## src/rtl/mux_arb_pkg.sv

```systemverilog
// Shared types and defaults for the two-source round-robin output mux.
// Latency: none (declarations only).
// Backpressure: not applicable.
package mux_arb_pkg;

  localparam int WIDTH_DEF = 8;

  // Output register occupancy; kept as plain constants so older tools can read them.
  typedef logic [0:0] state_t;
  localparam state_t EMPTY = 1'b0;
  localparam state_t FULL  = 1'b1;

  // Source identity; the encoding doubles as the mux select value.
  typedef enum logic {
    SRC_A = 1'b0,
    SRC_B = 1'b1
  } src_t;

endpackage

```

## src/rtl/mux_arb_2x1_if.sv

```systemverilog
// Bundle of the two source channels, the output channel and grant counters.
// Latency: none (wiring only).
// Backpressure: carries valid/ready for sources and out_valid/out_ready for the sink.
interface mux_arb_2x1_if #(
  parameter int WIDTH = mux_arb_pkg::WIDTH_DEF
);
  logic             a_valid;
  logic [WIDTH-1:0] a_data;
  logic             a_ready;
  logic             b_valid;
  logic [WIDTH-1:0] b_data;
  logic             b_ready;
  logic             sel;
  logic             out_valid;
  logic [WIDTH-1:0] out_data;
  logic             out_src;
  logic             out_ready;
  logic [7:0]       gnt_cnt_a;
  logic [7:0]       gnt_cnt_b;

  // Producer/consumer side that drives the sources and the sink ready.
  modport master (
    output a_valid, a_data, b_valid, b_data, out_ready,
    input  a_ready, b_ready, sel, out_valid, out_data, out_src, gnt_cnt_a, gnt_cnt_b
  );

  // Arbiter side.
  modport slave (
    input  a_valid, a_data, b_valid, b_data, out_ready,
    output a_ready, b_ready, sel, out_valid, out_data, out_src, gnt_cnt_a, gnt_cnt_b
  );
endinterface

```

## src/rtl/mux_2x1.sv

```systemverilog
// Plain two-input word multiplexer; s=0 selects a, s=1 selects b.
// Latency: combinational.
// Backpressure: none.
module mux_2x1 #(
  parameter int WIDTH = 8
) (
  input  logic [WIDTH-1:0] a,
  input  logic [WIDTH-1:0] b,
  input  logic             s,
  output logic [WIDTH-1:0] y
);

  assign y = s ? b : a;

endmodule

```

## src/rtl/rr_arb2.sv

```systemverilog
// Two-way round-robin decision: picks the lone requester, or prio on contention.
// Latency: combinational.
// Backpressure: none; the caller decides whether the decision is used.
module rr_arb2
  import mux_arb_pkg::*;
(
  input  logic a_valid,
  input  logic b_valid,
  input  src_t prio,
  output src_t winner,
  output logic any
);

  // Contention goes to prio; otherwise the only requester wins (A when idle).
  always_comb begin
    winner = SRC_A;
    any    = a_valid | b_valid;
    if (a_valid && b_valid) begin
      winner = prio;
    end else if (b_valid) begin
      winner = SRC_B;
    end
  end

endmodule

```

## src/rtl/mux_arb_2x1.sv

```systemverilog
// Round-robin merge of two valid/ready sources into one registered output word.
// Latency: 1 cycle from grant to out_valid/out_data; full rate, no bubble.
// Backpressure: a held word with out_ready=0 blocks all grants until it drains.
module mux_arb_2x1
  import mux_arb_pkg::*;
#(
  parameter int WIDTH = WIDTH_DEF
) (
  input  logic         clk,
  input  logic         rst,
  mux_arb_2x1_if.slave bus
);

  state_t           state;
  src_t             prio;
  src_t             winner;
  logic             any;
  logic             load;
  logic             sel_q;
  logic             sel_now;
  logic [WIDTH-1:0] mux_y;
  logic [WIDTH-1:0] data_q;
  logic             src_q;
  logic [7:0]       cnt_a;
  logic [7:0]       cnt_b;

  rr_arb2 u_arb (
    .a_valid (bus.a_valid),
    .b_valid (bus.b_valid),
    .prio    (prio),
    .winner  (winner),
    .any     (any)
  );

  mux_2x1 #(.WIDTH(WIDTH)) u_mux (
    .a (bus.a_data),
    .b (bus.b_data),
    .s (sel_now),
    .y (mux_y)
  );

  // Accept a word when the register is free or draining this cycle; never in reset.
  always_comb begin
    load    = 1'b0;
    sel_now = sel_q;
    if (!rst) begin
      load = ((state == EMPTY) || bus.out_ready) && any;
      if (load) begin
        sel_now = (winner == SRC_B);
      end
    end else begin
      sel_now = 1'b0;
    end
  end

  assign bus.a_ready   = load && (winner == SRC_A);
  assign bus.b_ready   = load && (winner == SRC_B);
  assign bus.sel       = sel_now;
  assign bus.out_valid = (state == FULL);
  assign bus.out_data  = data_q;
  assign bus.out_src   = src_q;
  assign bus.gnt_cnt_a = cnt_a;
  assign bus.gnt_cnt_b = cnt_b;

  // Output register, fairness pointer, held select and grant counters.
  always_ff @(posedge clk) begin
    if (rst) begin
      state  <= EMPTY;
      prio   <= SRC_A;
      sel_q  <= 1'b0;
      data_q <= '0;
      src_q  <= 1'b0;
      cnt_a  <= 8'd0;
      cnt_b  <= 8'd0;
    end else if (load) begin
      state  <= FULL;
      data_q <= mux_y;
      src_q  <= (winner == SRC_B);
      sel_q  <= (winner == SRC_B);
      prio   <= (winner == SRC_A) ? SRC_B : SRC_A;
      if (winner == SRC_A) begin
        cnt_a <= cnt_a + 8'd1;
      end else begin
        cnt_b <= cnt_b + 8'd1;
      end
    end else if ((state == FULL) && bus.out_ready) begin
      state <= EMPTY;
    end
  end

endmodule

```

## src/flat_wrapper.sv

```systemverilog
// flat-port wrapper written by rule: the top's interface ports become plain ports
module mux_arb_2x1_flat import mux_arb_pkg::*;
#(
  parameter int WIDTH = WIDTH_DEF
)
  (clk, rst, bus_a_valid, bus_a_data, bus_b_valid, bus_b_data, bus_out_ready, bus_a_ready, bus_b_ready, bus_sel, bus_out_valid, bus_out_data, bus_out_src, bus_gnt_cnt_a, bus_gnt_cnt_b);
  mux_arb_2x1_if #(.WIDTH(WIDTH)) bus_i ();
  input  logic clk;
  input  logic rst;
  input wire logic [$bits(bus_i.a_valid)-1:0] bus_a_valid;
  input wire logic [$bits(bus_i.a_data)-1:0] bus_a_data;
  input wire logic [$bits(bus_i.b_valid)-1:0] bus_b_valid;
  input wire logic [$bits(bus_i.b_data)-1:0] bus_b_data;
  input wire logic [$bits(bus_i.out_ready)-1:0] bus_out_ready;
  output wire logic [$bits(bus_i.a_ready)-1:0] bus_a_ready;
  output wire logic [$bits(bus_i.b_ready)-1:0] bus_b_ready;
  output wire logic [$bits(bus_i.sel)-1:0] bus_sel;
  output wire logic [$bits(bus_i.out_valid)-1:0] bus_out_valid;
  output wire logic [$bits(bus_i.out_data)-1:0] bus_out_data;
  output wire logic [$bits(bus_i.out_src)-1:0] bus_out_src;
  output wire logic [$bits(bus_i.gnt_cnt_a)-1:0] bus_gnt_cnt_a;
  output wire logic [$bits(bus_i.gnt_cnt_b)-1:0] bus_gnt_cnt_b;
  assign bus_i.a_valid = bus_a_valid;
  assign bus_i.a_data = bus_a_data;
  assign bus_i.b_valid = bus_b_valid;
  assign bus_i.b_data = bus_b_data;
  assign bus_i.out_ready = bus_out_ready;
  assign bus_a_ready = bus_i.a_ready;
  assign bus_b_ready = bus_i.b_ready;
  assign bus_sel = bus_i.sel;
  assign bus_out_valid = bus_i.out_valid;
  assign bus_out_data = bus_i.out_data;
  assign bus_out_src = bus_i.out_src;
  assign bus_gnt_cnt_a = bus_i.gnt_cnt_a;
  assign bus_gnt_cnt_b = bus_i.gnt_cnt_b;
  mux_arb_2x1 #(.WIDTH(WIDTH)) u_core (.clk(clk), .rst(rst), .bus(bus_i));
endmodule
```

## config.mk

```make
export PLATFORM = sky130hd
export DESIGN_NAME = mux_arb_2x1_flat
export DESIGN_NICKNAME = d
export VERILOG_FILES = /design/src/rtl/mux_arb_pkg.sv /design/src/rtl/mux_arb_2x1_if.sv /design/src/rtl/mux_2x1.sv /design/src/rtl/rr_arb2.sv /design/src/rtl/mux_arb_2x1.sv /design/src/flat_wrapper.sv
export SDC_FILE = /design/constraint.sdc
export NUM_CORES = 1
export LEC_CHECK = 0
export ABC_AREA = 1
export BUFFER_PORTS_ARGS = -buffer_cell sky130_fd_sc_hd__buf_2
export CAP_MARGIN = 5
export CORE_MARGIN = 2
export CORE_UTILIZATION = 49
export DETAILED_ROUTE_END_ITERATION = 7
export HOLD_SLACK_MARGIN = 0.06
export PLACE_DENSITY = 0.81
export SYNTH_ARGS = -nofsm -noshare
export SYNTH_HDL_FRONTEND = slang
export SYNTH_SLANG_ARGS = --single-unit
```

## constraint.sdc

```tcl
create_clock -name clk -period 1.2 [get_ports clk]
set_input_delay 0.18 -clock clk [delete_from_list [all_inputs] [get_ports clk]]
set_output_delay 0.18 -clock clk [all_outputs]
set_load 0.005 [all_outputs]
```

* After elaboration in Yosys (flattened, before gate mapping)
Cells that the tools add are included.
** Word-level totals
- Register bits :: 27
- Bits of input ports :: 21
- Output and inout bits :: 29
- Logic and storage cells :: 29
** Operators by class
- $add $sub $neg :: 2
- Muxes and demuxes :: 9
- Bitwise gates (word level) :: 3
- Reductions and logical operators :: 9
** Operator list (count)
- $add 8x1->8 const B :: 2
- $mux 1 :: 8
- $mux 8 :: 1
- $logic_and 1x1->1 :: 5
- $reduce_and 2->1 :: 2
- $not 1->1 :: 2
- $reduce_bool 2->1 :: 1
- $logic_or 1x1->1 :: 1
- $or 1x1->1 :: 1

* Depth between registers and ports, before layout
Gate-level depths: netlist of run 1.
- Word-level depth :: 6
- Gate-level depth with buffers :: 9
- Gate-level depth less buffers :: 8

* Cells and area by module
From an unflattened synthesis of run 1, not the netlist that was laid out.
** Second synthesis, totals
- Cells, all modules :: 185
- Area, all modules :: 1295.0 sq um
** Modules (own cells, without submodules)
- mux_arb_2x1 :: instances 1, cells an instance 154, area an instance 1167.4 sq um, sequential area each 540.5 sq um
- mux_2x1 :: instances 1, cells an instance 26, area an instance 105.1 sq um, sequential area each 0.0 sq um
- rr_arb2 :: instances 1, cells an instance 5, area an instance 22.5 sq um, sequential area each 0.0 sq um

* Worst setup path after synthesis of run 1
Ideal clock, no wire load.
- Path type :: register -> register
- Start point :: reg u_core.state, in the netlist u_core.bus.out_valid
- End point :: reg u_core.cnt_a[5], in the netlist u_core.bus.gnt_cnt_a[5]
- Setup time :: 0.132 ns
- Arrival time :: 0.995 ns
- Data required time :: 1.068 ns
- Path slack :: 0.073 ns
- Stages on the path, launching flop included :: 8
- Clock period less this slack :: 1.127 ns
- Path through :: dfxtp_1 -> nand2_1 -> nand2_4 -> nor2_8 -> nand2_2 -> buf_2 -> nand2_1 -> a21oi_1
** Between the ends
- Cells in the longest elaborated chain, start to end :: 5
** Ends and longest elaborated chain
- from (decl) :: line mux_arb_2x1.sv:14 : state_t state;
- from (signal assigned) :: line mux_arb_2x1.sv:68 : state <= EMPTY;
- from (signal assigned) :: line mux_arb_2x1.sv:76 : state <= FULL;
- from (signal assigned) :: line mux_arb_2x1.sv:87 : state <= EMPTY;
- $not 1->1 :: line mux_arb_2x1.sv:47 : load = ((state == EMPTY) || bus.out_ready) && any;
- $logic_or 1x1->1 :: line mux_arb_2x1.sv:47
- $logic_and 1x1->1 :: line mux_arb_2x1.sv:47
- $mux 1 :: line mux_arb_2x1.sv:46 : if (!rst) begin
- $reduce_and 2->1 (no source line)
- to (signal assigned) :: line mux_arb_2x1.sv:82 : cnt_a <= cnt_a + 8'd1;
- to (decl) :: line mux_arb_2x1.sv:24 : logic [7:0] cnt_a;
Every way passes these cells.
A chain may end at the register's enable or synchronous reset.

* Final worst setup path of run 1
- Start point :: reg u_core.state, in the netlist u_core.bus.out_valid
- End point :: out bus_b_ready
** Between the ends
- Cells in the longest elaborated chain, start to end :: 5
** Ends and longest elaborated chain
- $not 1->1 :: line mux_arb_2x1.sv:47
- $logic_or 1x1->1 :: line mux_arb_2x1.sv:47
- $logic_and 1x1->1 :: line mux_arb_2x1.sv:47
- $mux 1 :: line mux_arb_2x1.sv:46
- $logic_and 1x1->1 :: line mux_arb_2x1.sv:57 : assign bus.b_ready = load && (winner == SRC_B);
- to (decl) :: line flat_wrapper.sv:16 : output wire logic [$bits(bus_i.b_ready)-1:0] bus_b_ready;
Every way passes these cells.

==> impl_metrics.py, run 1 <==
metrics = {
    "outcome": {
        "status": "complete, but fails checks",
        "violations": "DRC, setup timing",
    },
    "placed_design": {
        "dp_cells": 308,
        "io_buffers": 49,
        "gp_congestion": 0.839,
        "dp_hpwl_um": 2520,
    },
    "floorplan": {
        "ios": 50,
        "dieArea_um2": 3440,
        "die_h_um": 58.6,
        "fp.dieW_um": 58.6,
        "start_util_pct": 52.1,
        "coreArea_um2": 2810,
        "std_cell_rows": 19,
    },
    "global_route": {
        "grt_util_all_layers_pct": 22.8,
        "overflow": 0,
        "grt_pass1_wl_um": 6250,
        "grt_max_degree": 16,
        "antenna_found_initial": 0,
        "grt_pass1_vias": 1512,
    },
    "sta": {
        "hold_slack_ns": 0.149,
        "tightest_slew_ns": 0.287,
        "min_period_over_period_pct": 123,
        "slew_headroom_pct": 80.8,
        "fin_setup_tns_ns": -2.09,
        "setup_viol": 19,
        "clock_skew_ns": 0.00716,
        "fmax_mhz": 678,
        "period_minus_slack_ns": 1.47,
        "rsz0062_at_grt": "yes",
        "finalHoldViolations": 0,
        "finalWorstSetupSlack_ns": -0.275,
        "maxSlewViolCount": 0,
    },
    "clocking": {
        "clk_latency_ns": 0.33,
        "cts.htree.levels": 1,
        "cts.root.buffer_cell": "clkbuf_4",
        "clock_sinks": 27,
        "clkTransAtPathRegs_ns": 0.15,
        "numCtsBuffers": 3,
        "clock_tree.buffer_depth": 2,
        "hold_buffers": 0,
        "cts_tree": "yes",
    },
    "route": {
        "wl_per_cell_um": 12.6,
        "drtIter0Drc": 106,
        "via_per_inst": 5.16,
        "vias": 1681,
        "drcViolationCount": 2,
        "ant_nets": 0,
        "drt_wl_total_um": 4110,
        "first_pass_iters": 6,
    },
    "cells_and_area": {
        "nNetsFinal": 319,
        "final_cell_mix": "nand2_1 (68), buf_2 (47), inv_1 (35)",
        "final_common_cell": "nand2_1",
        "fillCellCount": 237,
        "area_growth_pct": 38.5,
        "layout-drive-gt1-share_pct": 33.9,
        "stdcell_count": 326,
        "antenna_cells": 0,
    },
    "setup_path": {
        "endpoint_kind": "primary output",
        "arrival_ns": 1.29,
        "path_max_fanout": 3,
        "cp-start-kind": "flip-flop",
        "worst_ep_required_time_ns": 1.02,
        "crit_type": "flip-flop to primary output",
        "r2r_start": "u_core.bus.out_valid",
        "crit_start": "u_core.bus.out_valid",
    },
    "logic_synthesis": {
        "synth_edf_count": 0,
        "yosysUniqueCellTypes": 24,
        "yosysWarnings": 0,
        "synth_nets": 244,
        "async_flop_share_pct": 0,
        "synth_top_flop_cell": "dfxtp_1",
        "synth_area_um2": 1460,
        "syn_area_per_cell_um2": 6.61,
        "ys_seq_area_share_pct": 37.0,
        "synth_seq_cells": 27,
        "synthCells": 221,
    },
    "pwr": {
        "cellPowerDensity_nw_per_um2": 884,
        "seqPwrFrac_pct": 54.7,
        "power_switching_mw": 0.533,
        "p_sw_share_pct": 29.8,
        "comb_power_share_pct": 22.3,
        "p_total_mw": 1.79,
        "internal_power_mw": 1.26,
        "power.share.clock_pct": 23.0,
        "peakVddDrop_v": 0.000651,
        "leakage_nw": 1.13,
    },
    "worst_hold_path": {
        "min_from": "bus_a_data[5]",
        "hp-class": "input port to flip-flop",
    },
    "job": {
        "cap_violations": 0,
    },
}
==> routing by layer <==
metal / track usage (%) / vias to the layer above / wire (um)
li1: - / 850 / -
met1: 30.1 / 772 / 1750
met2: 39.0 / 53 / 2070
met3: 3.96 / 6 / 235
met4: 4.87 / 0 / 51
met5: 0 / - / 0
==> flip-flops by register name (all words and copies together) (netlist names) <==
register and cells:
u_core.bus.gnt_cnt_a 8, u_core.bus.gnt_cnt_b 8, u_core.bus.out_data 8, u_core.bus.out_src 1, u_core.bus.out_valid 1, u_core.prio 1
==> path summary, 6_finish.rpt <==
path | end | slack (ns) | cells after the start
setup / recovery | bus_b_ready | -0.27 | 7
hold / removal | u_core.bus.out_data[5] | 0.15 | 5
setup reg to reg | u_core.bus.gnt_cnt_b[6] | -0.14 | 10
hold reg to reg | u_core.bus.out_data[5] | 0.46 | 2
==> cells by family after synthesis <==
kind of cell               count (synthesis)  synth area share, %
AOI/OAI and AO/OA                         17                 6.08
xor gates and xnor gates                   4                 2.40
adders and majority gates                  2                 1.71
buffers and inverters                     44                 12.4
DFF                                       27                 37.0
and+or+nand+nor                          127                 40.4
==> synthesized netlist by cell type, types with 2 or more instances <==
master    instances  area [um^2]
clkbuf_1          2         7.51
dfxtp_1          27          541
nand3_1          28          140
nand4_1          13         81.3
ha_1              2         25.0
nand2_2           2         12.5
nor2_1            9         33.8
nand2_4           2         22.5
inv_1            36          135
xor2_1            2         17.5
nand2_1          69          259
buf_6             2         22.5
a21oi_1          14         70.1
xnor2_1           2         17.5
inv_2             2         7.51
==> layout make-up <==
type	count	area, um^2	area share, %
Clock buffer	4	26.3	1.30
Inverter	39	151	7.48
Multi-Input combinational cell	150	791	39.1
Sequential cell	27	544	26.9
Tap cell	31	38.8	1.92
Timing Repair Buffer	75	473	23.4
==> repair_timing <==
item	in CTS	in global routing
buffers inserted	5	8
setup endpoints to repair	3	29
pin swaps	6	5
cloned	0	1
hold endpoints to repair	0	0
resized for setup	12	12
==> worst max-delay path, cell delays in order (launching register included) <==
cell and delay [ns]:
dfxtp_2 0.37, inv_2 0.05, nor2_2 0.03, nor2_2 0.12, nand2_1 0.07, nor2_1 0.11, buf_4 0.13, buf_6 0.08
==> per-stage QoR <==
stage,worst slack (ns),cell area [um^2],utilization [%]
6_report,-0.275,2020,72.2
4_1_cts,-0.246,1920,68.4
3_5_place_dp,-0.0217,1800,64.2
3_3_place_gp,-0.00387,1800,64.2
5_1_grt,-0.333,2020,72.2
2_1_floorplan,0.0728,1460,-
==> power by group through the flow <==
stage | combinational (mW) | sequential (mW) | clock [mW]
2_1_floorplan | 0.168 | 0.995 | 0
3_3_place_gp | 0.306 | 0.991 | 0
3_5_place_dp | 0.314 | 0.991 | 0
4_1_cts | 0.354 | 0.974 | 0.410
5_1_grt | 0.441 | 0.982 | 0.454
6_report | 0.399 | 0.979 | 0.411
Power figures use the tool's default switching activity.
==> run 2, diff against run 1 <==
--- a/config.mk
+++ b/config.mk
@@ -5,14 +5,14 @@
 export SDC_FILE = /design/constraint.sdc
 export NUM_CORES = 1
 export LEC_CHECK = 0
-export ABC_AREA = 1
 export BUFFER_PORTS_ARGS = -buffer_cell sky130_fd_sc_hd__buf_2
 export CAP_MARGIN = 5
 export CORE_MARGIN = 2
-export CORE_UTILIZATION = 49
+export CORE_UTILIZATION = 48
 export DETAILED_ROUTE_END_ITERATION = 7
 export HOLD_SLACK_MARGIN = 0.06
 export PLACE_DENSITY = 0.81
 export SYNTH_ARGS = -nofsm -noshare
 export SYNTH_HDL_FRONTEND = slang
+export SYNTH_HIERARCHICAL = 1
 export SYNTH_SLANG_ARGS = --single-unit
==> run 2 against run 1 <==
- the run ends with setup timing left
- global-route usage down 1.7 points
- setup slack got worse by 0.18 ns
- critical path depth increased by 2
- clock power shrank 3%
- area after synthesis decreased by 7.1%
- total power is 2.8% higher
- combinational power up 18%
- fmax down 11%
- worst hold slack better by 0.077 ns
- sequential power shrank 1%
- register-to-register slack worse by 0.31 ns
- critical endpoint is now u_core/bus.out_data[1]
- highest routed layer unchanged
==> impl_metrics.py, run 2 <==
metrics = {
    "logic_synthesis": {
        "ys_seq_area_share_pct": 39.8,
        "synth_seq_cells": 27,
        "syn_area_per_cell_um2": 9.24,
        "synth_area_um2": 1360,
        "yosysWarnings": 6,
        "synth_nets": 170,
        "synth_edf_count": 0,
        "yosysUniqueCellTypes": 35,
        "async_flop_share_pct": 0,
        "synth_top_cells_by_count": "dfxtp_1 (27), nand2_1 (20), nor2_1 (16)",
        "synth_top_flop_cell": "dfxtp_1",
        "netlist.area_leader.share_pct": 39.8,
        "synth.area.top_cells": "dfxtp_1 (40%), mux2_4 (8.8%), nand2_1 (5.5%)",
        "yosysMostFrequentCell": "dfxtp_1",
        "synthCells": 147,
        "yosys.area.top_type": "dfxtp_1",
    },
    "placed_design": {
        "dp_hpwl_um": 2450,
        "dp_cells": 238,
        "io_buffers": 49,
        "place_ws_ns": -0.436,
        "gp_congestion": 0.789,
    },
    "pwr": {
        "seqPwrFrac_pct": 52.6,
        "comb_power_share_pct": 25.6,
        "power.share.clock_pct": 21.8,
        "internal_power_mw": 1.31,
        "p_sw_share_pct": 28.6,
        "p_total_mw": 1.84,
        "leakage_nw": 0.939,
        "power_switching_mw": 0.527,
        "cellPowerDensity_nw_per_um2": 908,
        "peakVddDrop_v": 0.000750,
    },
    "floorplan": {
        "ios": 50,
        "fp.dieW_um": 57.2,
        "dieArea_um2": 3270,
        "std_cell_rows": 19,
        "die_h_um": 57.2,
        "coreArea_um2": 2710,
        "start_util_pct": 50.1,
    },
    "route": {
        "drtIter0Drc": 24,
        "drt_wl_total_um": 3660,
        "vias": 1322,
        "drcViolationCount": 0,
        "ant_nets": 0,
        "wl_per_cell_um": 14.6,
        "first_pass_iters": 4,
        "via_per_inst": 5.27,
    },
    "cells_and_area": {
        "final_common_cell": "buf_2",
        "stdcell_count": 251,
        "fillCellCount": 195,
        "nNetsFinal": 244,
        "antenna_cells": 0,
        "area_growth_pct": 49.2,
        "final_cell_mix": "buf_2 (49), dfxtp_1 (24), buf_4 (23)",
        "layout-drive-gt1-share_pct": 56.8,
    },
    "sta": {
        "tightest_slew_ns": 0.270,
        "hold_slack_ns": 0.226,
        "finalHoldViolations": 0,
        "setup_viol": 26,
        "finalWorstSetupSlack_ns": -0.454,
        "clock_skew_ns": 0.00788,
        "slew_headroom_pct": 81.9,
        "period_minus_slack_ns": 1.65,
        "rsz0062_at_grt": "yes",
        "fin_setup_tns_ns": -8.20,
        "fmax_mhz": 605,
        "min_period_over_period_pct": 138,
        "maxSlewViolCount": 0,
    },
    "clocking": {
        "clk_latency_ns": 0.32,
        "clock_tree.buffer_depth": 2,
        "numCtsBuffers": 3,
        "cts.htree.levels": 1,
        "hold_buffers": 0,
        "cts.root.buffer_cell": "clkbuf_4",
        "cts_tree": "yes",
        "clock_sinks": 27,
        "clkTransAtPathRegs_ns": 0.15,
    },
    "setup_path": {
        "arrival_ns": 1.89,
        "r2r.worst_path.cells": 9,
        "worst_ep_required_time_ns": 1.43,
        "crit_type": "flip-flop to flip-flop",
        "path_max_fanout": 4,
        "cp-start-kind": "flip-flop",
        "endpoint_kind": "flip-flop",
    },
    "worst_hold_path": {
        "holdPathStages": 4,
        "hp-class": "input port to flip-flop",
    },
    "outcome": {
        "status": "complete, but fails checks",
        "violations": "setup timing",
    },
    "global_route": {
        "grt_pass1_vias": 1243,
        "grt_pass1_wl_um": 5500,
        "grt_max_degree": 17,
        "overflow": 0,
        "grt_util_all_layers_pct": 21.1,
        "antenna_found_initial": 0,
    },
    "job": {
        "cap_violations": 0,
    },
}
-- run 2: cell types whose count changed in the layout (fill, tap and decap cells not counted), moves of 3 or more --
| cell | change |
|---|---|
| nand2_1 | -57 |
| inv_1 | -34 |
| nand3_1 | -23 |
| nor2_1 | +9 |
| mux2_4 | +8 |
| nand4_1 | -7 |
| nand2_2 | +6 |
| a21oi_1 | -5 |
| a21oi_2 | +4 |
| xnor2_1 | +4 |
| xor2_1 | +4 |
| nor2_2 | -3 |
-- run 2: path summary, 6_finish.rpt --
kind	slack (ns)	to	from
setup / recovery	-0.45	u_core/bus.out_data[1]	u_core/prio
hold / removal	0.23	u_core/bus.out_data[0]	bus_b_data[0]
setup reg to reg	-0.45	u_core/bus.out_data[1]	u_core/prio
hold reg to reg	0.47	u_core/bus.out_data[0]	u_core/bus.out_data[0]
-- run 2: kinds of logic after synthesis --
logic type | synth area share [%]
AND/OR/NAND/NOR | 28.9
multiplexers | 10.4
XOR/XNOR | 7.74
flip-flops | 39.8
adder cells (fa/ha/maj) | 1.84
buffers and inverters | 5.16
AO/OA/AOI/OAI | 6.08
-- run 2: final cells by class --
cell class	instances	area, um^2	share of cell area [%]
multi-input combinational	108	890	43.9
tap	31	38.8	1.91
inverter	3	13.8	0.679
sequential	27	544	26.9
timing repair buffer	78	512	25.3
clock inverter	1	5.00	0.247
clock buffer	3	22.5	1.11
-- run 2: worst max-delay path, cell delays in order (launching register included) --
cell and delay [ns]:
dfxtp_2 0.38, inv_2 0.05, a21boi_4 0.22, nand3_4 0.11, a21oi_4 0.16, buf_12 0.13
buf_12 0.10, mux2_4 0.29, nand2_2 0.08, a21oi_2 0.06
-- run 2: power by group through the flow --
| stage | Combinational (mW) | Clock, mW | Sequential (mW) |
|---|---|---|---|
| floorplan | 0.205 | 0 | 0.990 |
| global placement | 0.355 | 0 | 0.983 |
| detailed placement | 0.368 | 0 | 0.985 |
| CTS | 0.426 | 0.415 | 0.967 |
| global route | 0.504 | 0.448 | 0.974 |
| finish | 0.471 | 0.400 | 0.968 |
-- run 2: layer usage --
metal	GRT usage (%)	up-vias	wire, um
met2	38.9	48	1900
met5	0	-	0
met1	24.9	621	1480
met4	6.31	0	76
li1	-	645	-
met3	3.40	8	202
-- run 2: through the flow --
step	cell area (um^2)	utilization, %
final	2030	74.7
after global routing	2030	74.7
after detailed placement	1780	65.6
after global placement	1780	65.6
after CTS	1940	71.7
after floorplan	1390	-
-- run 2: what timing repair did --
| action | 4_1_cts | 5_1_grt |
|---|---|---|
| setup endpoints to repair | 28 | 29 |
| resized for setup | 21 | 12 |
| hold endpoints to repair | 0 | 0 |
| buffers inserted | 3 | 6 |
| pin swaps | 4 | 5 |
==> run 3, diff against run 2 <==
--- a/config.mk
+++ b/config.mk
@@ -8,10 +8,10 @@
 export BUFFER_PORTS_ARGS = -buffer_cell sky130_fd_sc_hd__buf_2
 export CAP_MARGIN = 5
 export CORE_MARGIN = 2
-export CORE_UTILIZATION = 48
+export CORE_UTILIZATION = 44
 export DETAILED_ROUTE_END_ITERATION = 7
 export HOLD_SLACK_MARGIN = 0.06
-export PLACE_DENSITY = 0.81
+export PLACE_DENSITY = 0.78
 export SYNTH_ARGS = -nofsm -noshare
 export SYNTH_HDL_FRONTEND = slang
 export SYNTH_HIERARCHICAL = 1
==> constraint.sdc (replaced) <==
create_clock -name clk -period 1.4 [get_ports clk]
set_input_delay 0.21 -clock clk [delete_from_list [all_inputs] [get_ports clk]]
set_output_delay 0.21 -clock clk [all_outputs]
set_load 0.005 [all_outputs]
==> run 3 against run 2 <==
- the run still ends with setup timing left
- via count is 4.0% lower
- die area is 8.4% higher
- clock skew is 0.0017 ns lower
- final cell count is 1.6% lower
- non-clock buffer count is 6 lower
- worst hold slack better by 0.031 ns
- critical path type unchanged
==> impl_metrics.py, run 3 (synthesis results as in run 2) <==
metrics = {
    "cells_and_area": {
        "nNetsFinal": 238,
        "area_growth_pct": 43.7,
        "antenna_cells": 0,
        "final_common_cell": "buf_2",
        "layout-drive-gt1-share_pct": 51.9,
        "final_cell_mix": "buf_2 (48), dfxtp_1 (25), buf_4 (17)",
    },
    "clocking": {
        "clkTransAtPathRegs_ns": 0.15,
        "hold_buffers": 0,
        "numCtsBuffers": 3,
        "cts.htree.levels": 1,
        "clk_latency_ns": 0.32,
        "cts_tree": "yes",
        "cts.root.buffer_cell": "clkbuf_4",
        "clock_tree.buffer_depth": 2,
        "clock_sinks": 27,
    },
    "sta": {
        "finalWorstSetupSlack_ns": -0.172,
        "tightest_slew_ns": 0.431,
        "period_minus_slack_ns": 1.57,
        "setup_viol": 19,
        "min_period_over_period_pct": 112,
        "finalHoldViolations": 0,
        "slew_headroom_pct": 71.2,
        "fin_setup_tns_ns": -2.27,
        "clock_skew_ns": 0.00619,
        "rsz0062_at_grt": "yes",
        "fmax_mhz": 636,
        "maxSlewViolCount": 0,
    },
    "pwr": {
        "seqPwrFrac_pct": 54.4,
        "cellPowerDensity_nw_per_um2": 781,
        "peakVddDrop_v": 0.000443,
        "leakage_nw": 0.900,
        "p_total_mw": 1.52,
        "power.share.clock_pct": 22.1,
        "p_sw_share_pct": 27.4,
        "power_switching_mw": 0.417,
        "comb_power_share_pct": 23.5,
        "internal_power_mw": 1.11,
    },
    "setup_path": {
        "endpoint_kind": "flip-flop",
        "arrival_ns": 1.79,
        "cp-start-kind": "flip-flop",
        "crit_type": "flip-flop to flip-flop",
        "path_max_fanout": 5,
        "worst_ep_required_time_ns": 1.61,
    },
    "global_route": {
        "overflow": 0,
        "antenna_found_initial": 0,
        "grt_pass1_vias": 1193,
        "grt_pass1_wl_um": 4910,
        "grt_max_degree": 31,
        "grt_util_all_layers_pct": 18.0,
    },
    "route": {
        "drtIter0Drc": 39,
        "first_pass_iters": 4,
        "wl_per_cell_um": 12.6,
        "drcViolationCount": 0,
        "drt_wl_total_um": 3110,
        "ant_nets": 0,
        "vias": 1269,
        "via_per_inst": 5.14,
    },
    "floorplan": {
        "start_util_pct": 45.2,
        "dieArea_um2": 3550,
        "ios": 50,
        "die_h_um": 59.5,
        "std_cell_rows": 20,
        "fp.dieW_um": 59.5,
        "coreArea_um2": 3000,
    },
    "placed_design": {
        "io_buffers": 49,
        "gp_congestion": 0.767,
        "place_ws_ns": -0.210,
        "dp_hpwl_um": 2140,
    },
    "outcome": {
        "status": "complete, but fails checks",
        "violations": "setup timing",
    },
    "worst_hold_path": {
        "hp-class": "input port to flip-flop",
    },
    "job": {
        "cap_violations": 0,
    },
}
run 3: worst paths after layout:
check,from,to,depth (start not counted),slack (ns)
hold / removal,bus_b_data[5],u_core/bus.out_data[5],4,0.26
setup / recovery,u_core/bus.out_valid,u_core/bus.out_data[4],9,-0.17
hold reg to reg,u_core/bus.out_data[3],u_core/bus.out_data[3],2,0.47
setup reg to reg,u_core/bus.out_valid,u_core/bus.out_data[4],9,-0.17
run 3: metal layers:
| metal | up-vias | wire (um) | global-route usage, % |
|---|---|---|---|
| met4 | 0 | 14 | 4.76 |
| met3 | 2 | 180 | 4.15 |
| li1 | 634 | - | - |
| met1 | 598 | 1310 | 22.0 |
| met2 | 35 | 1600 | 31.6 |
| met5 | - | 0 | 0 |
run 3: cell type report:
cell class	instances	area [um^2]
multi-input combinational	108	865
clock buffer	4	26.3
inverter	3	11.3
timing repair buffer	72	464
tap	33	41.3
fill	257	1050
sequential	27	543
run 3: worst max-delay path, cell delays in order (launching register included):
cell      delay (ns)
dfxtp_2         0.39
nand2b_4        0.07
nand2_2         0.09
nand2_1         0.10
a21oi_4         0.18
buf_12          0.13
buf_12          0.11
mux2_4          0.30
nand2_2         0.06
a21oi_2         0.04
run 3: stage by stage:
step	utilization, %	std cells	hold slack [ns]	instance area (um^2)
floorplan	-	147	0.408	1390
global placement	58.4	237	0.438	1750
detailed placement	58.4	237	0.449	1750
CTS	63.3	246	0.249	1900
global route	65.0	247	0.259	1950
finish	65.0	247	0.257	1950
run 3: repair_timing:
item / in CTS / in global routing
setup endpoints to repair: 24 / 22
gates resized for setup: 15 / 11
pin swaps: 8 / 3
setup buffers: 5 / 1
run 3: power by group through the flow:
stage	Clock, mW	Combinational (mW)	Sequential, mW
4_1_cts	0.349	0.339	0.828
3_5_place_dp	0	0.300	0.844
5_1_grt	0.377	0.391	0.835
2_1_floorplan	0	0.175	0.849
6_report	0.336	0.358	0.829
3_3_place_gp	0	0.295	0.844
